$ cat src/rtl/dec_counter_core.sv
// Run/pause-controlled up/down counter with synchronous load, configurable wrap point
// and registered overflow pulse plus sticky overflow flag, using EN_/RDY_ method handshakes.
module dec_counter_core #(
  parameter int unsigned      WIDTH     = 32,
  parameter logic [WIDTH-1:0] MAX_COUNT = {WIDTH{1'b1}}
) (
  input  logic             CLK,
  input  logic             RST,
  input  logic             EN_start,
  output logic             RDY_start,
  input  logic             EN_stop,
  output logic             RDY_stop,
  input  logic             EN_load,
  input  logic [WIDTH-1:0] load_value,
  input  logic             dir,
  input  logic             EN_clr_ovf,
  output logic [WIDTH-1:0] count,
  output logic             overflow,
  output logic             overflow_sticky,
  output logic [1:0]       state
);

  typedef enum logic [1:0] {
    StIdle   = 2'd0,
    StRun    = 2'd1,
    StPaused = 2'd2
  } state_e;

  state_e           state_q, state_d;
  logic [WIDTH-1:0] count_q, count_d;
  logic             ovf_q, ovf_d;
  logic             sticky_q, sticky_d;

  logic             running;
  logic             do_start;
  logic             do_stop;
  logic             do_step;
  logic             step_wraps;
  logic [WIDTH-1:0] step_value;
  logic [WIDTH-1:0] load_clamped;

  assign running   = (state_q == StRun);
  assign RDY_start = ~running;
  assign RDY_stop  = running;

  // Requests that are not ready are dropped here, so the FSM never sees them.
  assign do_start = EN_start & ~running;
  assign do_stop  = EN_stop & running;
  assign do_step  = running & ~EN_load & ~do_stop;

  assign load_clamped = (load_value > MAX_COUNT) ? MAX_COUNT : load_value;

  always_comb begin
    step_wraps = 1'b0;
    step_value = count_q;
    if (dir) begin
      if (count_q == '0) begin
        step_value = MAX_COUNT;
        step_wraps = 1'b1;
      end else begin
        step_value = count_q - WIDTH'(1);
      end
    end else begin
      if (count_q == MAX_COUNT) begin
        step_value = '0;
        step_wraps = 1'b1;
      end else begin
        step_value = count_q + WIDTH'(1);
      end
    end
  end

  always_comb begin
    state_d  = state_q;
    count_d  = count_q;
    ovf_d    = 1'b0;
    sticky_d = sticky_q;

    if (EN_load) begin
      count_d = load_clamped;
    end else if (do_step) begin
      count_d = step_value;
      ovf_d   = step_wraps;
    end

    // Set beats clear when a wrap and a clear land on the same edge.
    if (ovf_d) begin
      sticky_d = 1'b1;
    end else if (EN_clr_ovf) begin
      sticky_d = 1'b0;
    end

    unique case (state_q)
      StIdle, StPaused: if (do_start) state_d = StRun;
      StRun:            if (do_stop) state_d = StPaused;
      default:          state_d = StIdle;
    endcase
  end

  always_ff @(posedge CLK) begin
    if (RST) begin
      state_q  <= StIdle;
      count_q  <= '0;
      ovf_q    <= 1'b0;
      sticky_q <= 1'b0;
    end else begin
      state_q  <= state_d;
      count_q  <= count_d;
      ovf_q    <= ovf_d;
      sticky_q <= sticky_d;
    end
  end

  assign count           = count_q;
  assign overflow        = ovf_q;
  assign overflow_sticky = sticky_q;
  assign state           = state_q;

endmodule

$ cat config.mk
export PLATFORM = sky130hd
export DESIGN_NAME = dec_counter_core
export DESIGN_NICKNAME = d
export VERILOG_FILES = /design/src/rtl/dec_counter_core.sv
export SDC_FILE = /design/constraint.sdc
export NUM_CORES = 1
export LEC_CHECK = 0
export ABC_AREA = 0
export BUFFER_PORTS_ARGS = -buffer_cell sky130_fd_sc_hd__buf_2
export CAP_MARGIN = 15
export CELL_PAD_IN_SITES_DETAIL_PLACEMENT = 0
export CELL_PAD_IN_SITES_GLOBAL_PLACEMENT = 1
export CORE_MARGIN = 5
export CORE_UTILIZATION = 40
export CTS_CLUSTER_DIAMETER = 40
export DETAILED_ROUTE_END_ITERATION = 10
export GPL_TIMING_DRIVEN = 0
export MAX_ROUTING_LAYER = met4
export PLACE_DENSITY_LB_ADDON = 0.1
export SLEW_MARGIN = 20
export SYNTH_ARGS = -nofsm -noshare
export SYNTH_HDL_FRONTEND = slang
export SYNTH_SLANG_ARGS = --single-unit
$ cat constraint.sdc
create_clock -name CLK -period 7.25 [get_ports CLK]
set_input_delay 0.3625 -clock CLK [delete_from_list [all_inputs] [get_ports CLK]]
set_output_delay 0.3625 -clock CLK [all_outputs]
set_load 0.05 [all_outputs]
==> After elaboration in Yosys (flattened, before gate mapping) <==
Cells that the tools add are included.
{ "totals": {"reg_bits": 36, "latch_bits": 0, "ram_bits": 0, "romBits": 0, "input_bits": 39, "out_inout_bits": 38, "elab_cells": 41, "memories": 0} }
{ "op_classes": {"n_addsub": 2, "n_mul": 0, "n_div": 0, "magnitude_cmp": 1, "n_eq_ne": 5, "shift": 0, "n_mux": 16, "n_bitwise": 7, "reduce_logical": 6} }
{ "ops": {"columns": ["op", "n"], "rows": [
  ["32-bit 2-to-1 mux", 6],
  ["32-bit by 1-bit adder with 32-bit output (second input constant)", 1],
  ["32-bit equality test (second input constant)", 1],
  ["32-bit greater-than comparator (second input constant)", 1],
  ["32-bit zero test", 1],
  ["32-bit by 1-bit subtractor with 32-bit output (second input constant)", 1],
  ["1-bit 2-to-1 mux", 7],
  ["1-bit bitwise AND", 4],
  ["2-bit 2-to-1 mux", 2],
  ["2-bit one-hot mux with 2 select lines", 1],
  ["2-bit nonzero test", 2],
  ["1-bit inverter", 3],
  ["2-bit by 1-bit equality test with 1-bit output (second input constant)", 1],
  ["2-bit equality test (second input constant)", 1],
  ["2-bit zero test", 1],
  ["2-bit by 1-bit inequality test with 1-bit output (second input constant)", 1],
  ["2-bit inequality test (second input constant)", 1],
  ["2-bit AND reduction", 1],
  ["2-bit OR reduction", 1]
]} }

==> Depth between registers and ports, before layout <==
{ "depth": {"depth_word": 7, "depth_mapped": 9, "depth_no_buf": 8} }

==> Worst setup path before layout <==
No wires, ideal clock.
{ "synth_path": {"path_kind": "register -> register", "startpoint": "register count_q[0] (netlist: count[0])", "endpoint": "register count_q[21] (netlist: count[21])", "setup_ns": 0.117, "t_arrival_ns": 2.514, "t_required_ns": 7.133, "setup_slack_ns": 4.619, "stages_incl_launch_ff": 8, "n_path_buf": 0, "period_less_slack_ns": 2.631, "cell_sequence": "dfxtp_1 ha_1 nand4_1 nor4_1 a31o_2 nor2_1 a311o_1 a32o_1"} }
{ "synth_via": {"elab_chain_len": 5, "word_cells_on_any_way": 9, "classes_between": "2 x add/sub; 1 x eq/ne; 5 x mux; 1 x reduce/logical"} }
{ "synth_rtl": {"columns": ["element", "line_no", "source"], "rows": [
  ["start: declaration", "30", "logic [WIDTH-1:0] count_q, count_d;"],
  ["start signal: assignment", "108", "count_q <= count_d;"],
  ["32-bit by 1-bit adder with 32-bit output, or another cell as far along", "68", "step_value = count_q + WIDTH'(1);"],
  ["32-bit 2-to-1 mux (on tied branches)", "64, 57", null],
  ["32-bit 2-to-1 mux (*)", "56", "if (dir) begin"],
  ["32-bit 2-to-1 mux (*)", "81", "end else if (do_step) begin"],
  ["32-bit 2-to-1 mux (*)", "79", "if (EN_load) begin"]
]} }
Every way passes the cells marked *; elsewhere a longest branch is shown, timed or not. The select of a mux whose other input is x is not followed.
A chain may end at the register's enable or synchronous reset.

==> Final worst setup path <==
{ "layout_path": {"startpoint": "register count_q[8] (netlist: count[8])", "endpoint": "register count_q[26] (netlist: count[26])"} }
The elaborated chain is that of the path after synthesis.

==> impl_metrics.csv <==
group,metric,value,unit
run_status,status,"finished clean",
sta,tns,0,ns
hold_path,hold_depth,3,
yosys,async_reset_ff_share,0,%
floorplan,start_util,41.0,%
worst_setup_path,path_class,"register to register",
cts,clock_latency,0.30,ns
floorplan,core-area,0.00872,mm²
sta,slew_viol_final,0,
detailed_routing,num_vias,4205,
sta,fin_skew,0.00996,ns
cells_and_area,drive_gt1_share,22.4,%
cells_and_area,fillers,944,
yosys,syn_area,0.00358,mm²
yosys,synth_ff_type,"dfxtp_1",
yosys,synth_top_area_cell,"dfxtp_1",
sta,setup_violations,0,
sta,worst_slack,4.37,ns
sta,rsz0062_at_grt,"false",
cells_and_area,syn_to_final_growth,16.6,%
cts,cts_resized,0,
cts,clk_pin_slew,0.09,ns
yosys,synthesis.nets,524,
yosys,syn_inst,482,
cts,htree_levels,2,
detailed_routing,first_pass_iters,5,
pwr,swShare,44.0,%
worst_setup_path,arrival,3.06,ns
global_routing,antenna_found_initial,0,
cts,clk_path_buf_depth,2,
cells_and_area,nets,604,
cts,cts_buffers,5,
detailed_routing,drt.antenna.violating_nets,0,
place,io_buffers,73,
cells_and_area,ff_latch_area,721,µm²
floorplan,die_w,105,µm
floorplan,pin_count,77,
global_routing,grt_pass1_vias,3959,
cells_and_area,mostFrequentLayoutCells,"buf_2, nand2_1, nor2_1, dfxtp_1, o21ai_0",
global_routing,grt_max_degree,12,
detailed_routing,wire_per_inst,21.7,µm
sta,fin_crit_sh,39.7,%
pwr,clkPwrFrac,23.3,%
worst_setup_path,worstPathRequired,7.43,ns
sta,fmax,348,MHz
place,dp_hpwl,10.6,mm
worst_setup_path,path_max_fanout,10,
hold_path,worst_hold_path_type,"input pin to register",
sta,slew_headroom,36.1,%
global_routing,top_usage_layer,"met2",
yosys,synth_edf_count,0,
pwr,cellPowerDensity,166,mW/mm²
yosys,ys_warn_count,0,
cts,post_cts_buffers,0,
cts,cts_hold_buf,0,
cells_and_area,final_common_cell,"buf_2",
cts,cts_tree,"yes",
cells_and_area,antenna_cells,0,
job,drv_cap,0,
sta,layout_min_cycle_time,2.88,ns
sta,hold_viol,0,
global_routing,use_met2,40.5,%
yosys,synth.area.top_cells,"dfxtp_1, xnor2_1, o21ai_0",
yosys,ys_seq_area_share,20.2,%
yosys,synth_cell_types,77,
pwr,internal_power,387,µW
detailed_routing,drt_iter0_markers,389,
global_routing,grt_overflow,0,
worst_setup_path,rr_worst_depth,7,
yosys,ys_ff_latch,36,
yosys,yosys.area.top_type_share,20.2,%
cts,ctsRootBufferMaster,"clkbuf_8",
pwr,leakage,1.63,nW
floorplan,rows,34,
pwr,p_switching,303,µW
detailed_routing,drcViolationCount,0,
worst_setup_path,worstSetupStartpoint,"count[8]$_SDFFE_PP0P_",
worst_setup_path,r2r_start,"count[8]$_SDFFE_PP0P_",
yosys,syn_avg_cell_area,7.42,µm²
pwr,pwr-share-seq,33.1,%
cts,cts_sinks,36,
sta,tightest_slew,0.956,ns
global_routing,met1_usage,36.0,%
hold_path,min_from,"load_value[4]",
global_routing,grt_first_pass_wirelength,22.5,mm
place,gp_congestion,0.931,
detailed_routing,vias_per_cell,6.27,
cells_and_area,multi_input_area,0.00250,mm²
worst_setup_path,cp-end-kind,"register",
worst_setup_path,worstSetupStartpointType,"register",
detailed_routing,wl,14.5,mm
floorplan,dieArea,0.0109,mm²
pwr,power_frac_comb,43.6,%
pwr,vdd_drop_max,0.0729,mV
place,dp_slack,4.45,ns
floorplan,die_y,105,µm
global_routing,gr-usage-met3,3.51,%
global_routing,grt_use_total,26.6,%
-- through the flow --
| stage | area, µm² | util (%) | total power [mW] | hold slack [ns] | instances |
|---|---|---|---|---|---|
| 6_report | 4170 | 47.8 | 0.690 | 0.294 | 671 |
| 5_1_grt | 4170 | 47.8 | 0.724 | 0.324 | 671 |
| 4_1_cts | 4170 | 47.8 | 0.691 | 0.298 | 671 |
| 3_5_place_dp | 4080 | 46.7 | 0.528 | 0.457 | 663 |
| 3_3_place_gp | 4080 | 46.7 | 0.528 | 0.457 | 663 |
| 2_1_floorplan | 3580 | - | 0.448 | 0.499 | 482 |
-- sequential cells by signal, summed over array words and instances (netlist names) --
register,cells
count,32
state,2
overflow,1
overflow_sticky,1
-- cell usage after synthesis (all sizes together) (2+ instances only) --
cell / count
a31o: 3
o221ai: 5
o21ai: 33
xor2: 15
nor3: 29
or4b: 2
a221o: 2
a311oi: 2
clkbuf: 35
and2: 4
o21a: 2
a22oi: 9
nand4: 21
nand2: 37
or3: 7
buf: 16
or4: 6
nand2b: 14
a211oi: 6
and4: 8
a31oi: 9
and3: 8
o22ai: 3
or3b: 2
o31ai: 6
nor2: 36
mux2i: 2
nor2b: 2
a221oi: 5
inv: 8
nand3: 24
dfxtp: 36
a21oi: 11
a32oi: 3
nor3b: 4
ha: 3
o2111ai: 7
o211ai: 4
a21boi: 2
nor4: 13
a311o: 3
xnor2: 19
-- cell families (layout without fill, tap and decap cells) --
group                    count (synthesis)  count (layout)  synth area share [%]
AO/OA/AOI/OAI                          126             126                  25.0
flip-flops                              36              36                  20.2
adder cells (fa/ha/maj)                  3               3                  1.05
AND/OR/NAND/NOR                        221             221                  35.0
multiplexers                             2               2                 0.560
XOR/XNOR                                34              34                  8.33
buffers and inverters                   60             141                  9.90
-- worst max-delay path: stages, from the launching register on --
cell and delay (ns):
dfxtp_1 0.33, buf_4 0.17, nor4_2 0.51, nand4_1 0.52
nor3_1 0.71, nand2_1 0.12, a211oi_1 0.28, o31ai_1 0.12
-- power groups by stage --
stage                     Sequential (mW)  Combinational (mW)  Clock (mW)
after global placement              0.232               0.296           0
after detailed placement            0.233               0.296           0
after global routing                0.231               0.321       0.172
after floorplan                     0.286               0.162           0
after CTS                           0.228               0.297       0.166
final                               0.228               0.301       0.161
-- cell type report --
cell class              count  share of cell area (%)
flip-flops and latches     36                    17.3
repair buffers             73                    8.76
clock buffers               6                    1.98
plain buffers              52                    7.77
well taps                 108                    3.24
multi-input cells         386                    60.0
clock inverters             2                   0.240
inverters                   8                   0.720
-- path summary, 6_finish.rpt --
check / to / slack, ns
min: count[4]$_SDFFE_PP0P_ / 0.29
max reg2reg: count[26]$_SDFFE_PP0P_ / 4.37
max: count[26]$_SDFFE_PP0P_ / 4.37
min reg2reg: overflow_sticky$_SDFFE_PP0P_ / 0.47
-- metal layers --
metal	vias to the layer above	share of wire [%]
met1	1974	44
met4	0	3.2
met3	35	7.7
li1	1988	-
met5	-	0
met2	208	45
No activity file was read; power rests on OpenSTA's default activity.
